$ cat src/rtl/sort_pkg.sv
// sort_pkg: state type and default word width shared by the odd-even sorter
package sort_pkg;
   typedef enum logic [1:0] {LOAD, SORT, DRAIN} sort_state_t;
   localparam int SORT_W = 8;
endpackage

$ cat src/rtl/cmp_swap_cell.sv
// cmp_swap_cell: combinational compare-swap of one adjacent pair; ties pass a to lo
module cmp_swap_cell
   import sort_pkg::*;
#(
   parameter int W       = SORT_W,
   parameter bit DESCEND = 1'b0
) (
   input  logic [W-1:0] a,
   input  logic [W-1:0] b,
   output logic [W-1:0] lo,
   output logic [W-1:0] hi
);
   logic w_swap;
   assign w_swap = DESCEND ? (b > a) : (a > b);
   assign lo     = w_swap ? b : a;
   assign hi     = w_swap ? a : b;
endmodule

$ cat src/rtl/odd_even_sort_ctrl.sv
// odd_even_sort_ctrl: serial load, N odd-even transposition phases, serial drain
module odd_even_sort_ctrl
   import sort_pkg::*;
#(
   parameter int N       = 8,
   parameter int W       = SORT_W,
   parameter bit DESCEND = 1'b0
) (
   input  logic         clk,
   input  logic         reset,
   input  logic         in_valid,
   input  logic [W-1:0] in_data,
   output logic         in_ready,
   output logic         out_valid,
   output logic [W-1:0] out_data,
   input  logic         out_ready,
   output logic         busy,
   output logic         sort_done
);
   localparam int CW = $clog2(N) + 1;
   sort_state_t   r_state;
   logic [CW-1:0] r_cnt;
   logic [CW-1:0] r_ph;
   logic [W-1:0]  r_mem [N];
   logic [W-1:0]  w_lo  [N-1];
   logic [W-1:0]  w_hi  [N-1];
   logic [W-1:0]  w_nxt [N];
   for (genvar g = 0; g < N - 1; g++) begin : g_cell
      cmp_swap_cell #(.W(W), .DESCEND(DESCEND)) u_cell (
         .a (r_mem[g]),
         .b (r_mem[g+1]),
         .lo(w_lo[g]),
         .hi(w_hi[g])
      );
   end
   // only cells whose left index matches the phase parity write back; the rest hold
   always_comb begin
      w_nxt = r_mem;
      for (int i = 0; i < N - 1; i++)
         if (i[0] == r_ph[0]) begin
            w_nxt[i]   = w_lo[i];
            w_nxt[i+1] = w_hi[i];
         end
   end
   assign in_ready  = r_state == LOAD;
   assign out_valid = r_state == DRAIN;
   assign busy      = r_state != LOAD;
   assign sort_done = (r_state == SORT) && (r_ph == CW'(N - 1));
   assign out_data  = out_valid ? r_mem[r_cnt[CW-2:0]] : '0;
   always_ff @(posedge clk) begin
      if (!reset) begin
         r_state <= LOAD;
         r_cnt   <= '0;
         r_ph    <= '0;
         r_mem   <= '{default: '0};
      end else begin
         case (r_state)
            LOAD: if (in_valid) begin
               r_mem[r_cnt[CW-2:0]] <= in_data;
               r_cnt   <= (r_cnt == CW'(N - 1)) ? '0 : r_cnt + CW'(1);
               r_ph    <= '0;
               r_state <= (r_cnt == CW'(N - 1)) ? SORT : LOAD;
            end
            SORT: begin
               r_mem   <= w_nxt;
               r_ph    <= r_ph + CW'(1);
               r_cnt   <= '0;
               r_state <= sort_done ? DRAIN : SORT;
            end
            DRAIN: if (out_ready) begin
               r_cnt   <= (r_cnt == CW'(N - 1)) ? '0 : r_cnt + CW'(1);
               r_state <= (r_cnt == CW'(N - 1)) ? LOAD : DRAIN;
            end
            default: r_state <= LOAD;
         endcase
      end
   end
endmodule

$ cat config.mk
export PLATFORM = sky130hd
export DESIGN_NAME = odd_even_sort_ctrl
export DESIGN_NICKNAME = d
export VERILOG_FILES = /design/src/rtl/sort_pkg.sv /design/src/rtl/cmp_swap_cell.sv /design/src/rtl/odd_even_sort_ctrl.sv
export SDC_FILE = /design/constraint.sdc
export NUM_CORES = 1
export LEC_CHECK = 0
export CORE_MARGIN = 5
export CORE_UTILIZATION = 48
export CTS_CLUSTER_DIAMETER = 30
export DETAILED_ROUTE_END_ITERATION = 12
export PLACE_DENSITY = 0.7
export SLEW_MARGIN = 30
export SYNTH_ARGS = -nofsm -noshare
export SYNTH_HDL_FRONTEND = slang
export SYNTH_SLANG_ARGS = --single-unit
$ cat constraint.sdc
create_clock -name clk -period 2.3 [get_ports clk]
set_input_delay 0.69 -clock clk [delete_from_list [all_inputs] [get_ports clk]]
set_output_delay 0.69 -clock clk [all_outputs]
set_load 0.05 [all_outputs]
==> metrics.cfg <==
[clocking]
clkLatencyLatePin_ns = 0.35
htree_levels = 3
cts_root_buf = clkbuf_16
clock_path_buffers = 2
cts_tree = built
clock_sinks = 74
cts_buffers = 9
hold_buffers = 0
cts.clk_slew.worst_paths_ns = 0.06

[sta]
finalClockSkew_ns = 0.00472
hold_viol = 0
rsz0062_at_grt = yes
fmax_mhz = 383
relSlewSlack_pct = 43.1
setup-violations-final = 9
timing.final.ws_setup_ns = -0.313
tightest_slew_ns = 0.853
period_needed_ns = 2.61
period_share_pct = 114
maxSlewViolCount = 0
setup_tns_ns = -2.19

[grt]
grt_overflow = 0
grt_pass1_vias = 7161
grt_max_degree = 53
antenna_found_initial = 0
grt_first_pass_wirelength_um = 39400
grt_usage_pct = 31.5

[floorplanning]
initial_core_util_pct = 49.2
rows = 41
die_w_um = 124
core_um2 = 12700
io_pins = 24
die_area_um2 = 15400
die_h_um = 124

[min_path]
worstHoldStart = r_mem[12]$_SDFFE_PN0P_
holdCritPathClass = reg -> reg
min_delay_path_depth = 2
hold_end = r_mem[12]$_SDFFE_PN0P_

[yosys]
netlist_area_um2 = 6260
yosys.area.top_type = dfxtp_1
netlist.area_leader.share_pct = 23.7
syn-num-nets = 872
ys_seq_area_share_pct = 23.7
netlist_instances = 802
ys_types = 59
synth_edf_count = 0
ys_ff_latch = 74
yosys-top-cells-area = dfxtp_1 24%, ha_1 12%, a21oi_1 6.5%
yosysWarnings = 0
syn_area_per_cell_um2 = 7.81
synth_ff_type = dfxtp_1
async_reset_ff_share_pct = 0

[pwr]
leakagePower_uw = 0.00314
ir_drop_v = 0.000490
finalPower_uw = 4090
power.density_nw_per_um2 = 473

[cells_and_area]
drive_above_1_share_pct = 31.6
antenna_cells = 0
multi_input_area_um2 = 4800
regArea_um2 = 1530
areaGrowthSynthToFinish_pct = 37.9
nets = 989
fillerInstances = 1079

[drt]
routed_wl_um = 25900
via_count = 7572
avgViaCountPerCell = 6.91
drt_iter0_markers = 1021
route.detailed.drc = 0
detail_route.wl_per_cell_um = 23.6
drt_pass1_iterations = 6
drtAntennaViolNets = 0

[critical_path]
worstPathRequired_ns = 1.61
path_class = reg -> out
worstSetupStartpointType = register
cp-startpoint = r_cnt[1]$_SDFFE_PN0P_
reg2reg_from = r_mem[14]$_SDFFE_PN0P_
r2r_end = r_mem[17]$_SDFFE_PN0P_
crit_fanout = 6
r2r_setup_slack_ns = 0.04
cp-end-kind = primary output
r2r_cells = 8
worst_ep_arrival_time_ns = 1.92

[placed_design]
pre_cts_ws_ns = -0.153
io_buffers = 23
hpwl_um = 18300
place_congestion = 1.02

[status]
status = finished with violations
violations = negative setup slack

[job]
cap_violations = 0

## Yosys cell counts (all sizes together) (9+ instances only)
library cell,n
a211oi,10
a21oi,81
a22oi,34
a31oi,13
buf,43
clkbuf,18
dfxtp,74
ha,58
inv,61
mux2i,9
nand2,108
nor2,28
o211ai,47
o21ai,20
o22ai,54
o311ai,48
o31ai,9
## flip-flops by register name (all words and copies together), names as in the netlist
| signal | count |
|---|---|
| r_cnt | 4 |
| r_state | 2 |
| r_ph | 4 |
| r_mem | 64 |
## routing by layer
layer  vias up  share of wire [%]  GRT usage (%)
li1       3340                  -              -
met1      3579                 39           40.9
met2       536                 44           48.9
met3       117                 11           7.42
met4         0                5.6           15.6
met5         -                  0              0
## cell usage in the layout, fill, tap and decap left out, types with 11 or more instances in the layout
| cell type | instances |
|---|---|
| o22ai_2 | 11 |
| o21ai_0 | 17 |
| o311ai_1 | 21 |
| a31oi_4 | 11 |
| ha_1 | 54 |
| buf_12 | 17 |
| o311ai_0 | 27 |
| o211ai_1 | 47 |
| inv_1 | 57 |
| a22oi_1 | 24 |
| dfxtp_1 | 49 |
| o22ai_1 | 42 |
| buf_4 | 129 |
| dfxtp_2 | 19 |
| nand2_1 | 108 |
| nor2_1 | 21 |
| a21oi_1 | 81 |
## worst max-delay path by stage
stage / endpoint / slack [ns]
final: out_data[1] / -0.31
after CTS: out_data[7] / -0.26
after global routing: out_data[1] / -0.36
after floorplan: sort_done / 0.02
after global placement: out_data[4] / -0.08
after detailed placement: r_mem[20]$_SDFFE_PN0P_ / -0.15
## report_power, final
part	internal [uW]	switching, uW
Combinational	424	550
Sequential	1320	69.7
Clock	1120	603
Total	2860	1220
## through the flow
step / cells / utilization (%) / cell area [um^2] / hold WS [ns]
CTS: 1088 / 65.1 / 8280 / 0.496
global placement: 1061 / 60.2 / 7650 / 0.475
detailed placement: 1061 / 60.2 / 7650 / 0.485
global route: 1096 / 67.9 / 8640 / 0.536
finish: 1096 / 67.9 / 8640 / 0.491
floorplan: 802 / - / 6390 / 0.493
## worst max-delay path, cell delays in order, from the launching register on
cell	delay [ns]
dfxtp_4	0.36
buf_6	0.13
nand3b_1	0.22
buf_4	0.16
o22ai_2	0.06
a221oi_2	0.27
a31oi_4	0.18
buf_12	0.18
## kinds of logic after synthesis
group | Yosys count | synth area share [%]
multiplexers | 9 | 1.44
AO/OA/AOI/OAI | 341 | 38.6
adder cells (fa/ha/maj) | 58 | 11.6
AND/OR/NAND/NOR | 198 | 16.1
flip-flops | 74 | 23.7
buffers and inverters | 122 | 8.59
## final cells by class
cell class                      count  share of cell area, %
Timing Repair Buffer              166                   17.5
Clock inverter                      5                   1.16
Multi-Input combinational cell    607                   55.5
Tap cell                          172                   2.49
Inverter                           61                   2.65
Clock buffer                       11                   2.93
Sequential cell                    74                   17.7
## what timing repair did
action / 4_1_cts / 5_1_grt
gates resized for setup: 48 / 79
gates cloned: 1 / 0
setup endpoints to repair: 37 / 69
buffers inserted: 11 / 9
pin swaps: 14 / 43
Power figures use the tool's default switching activity.
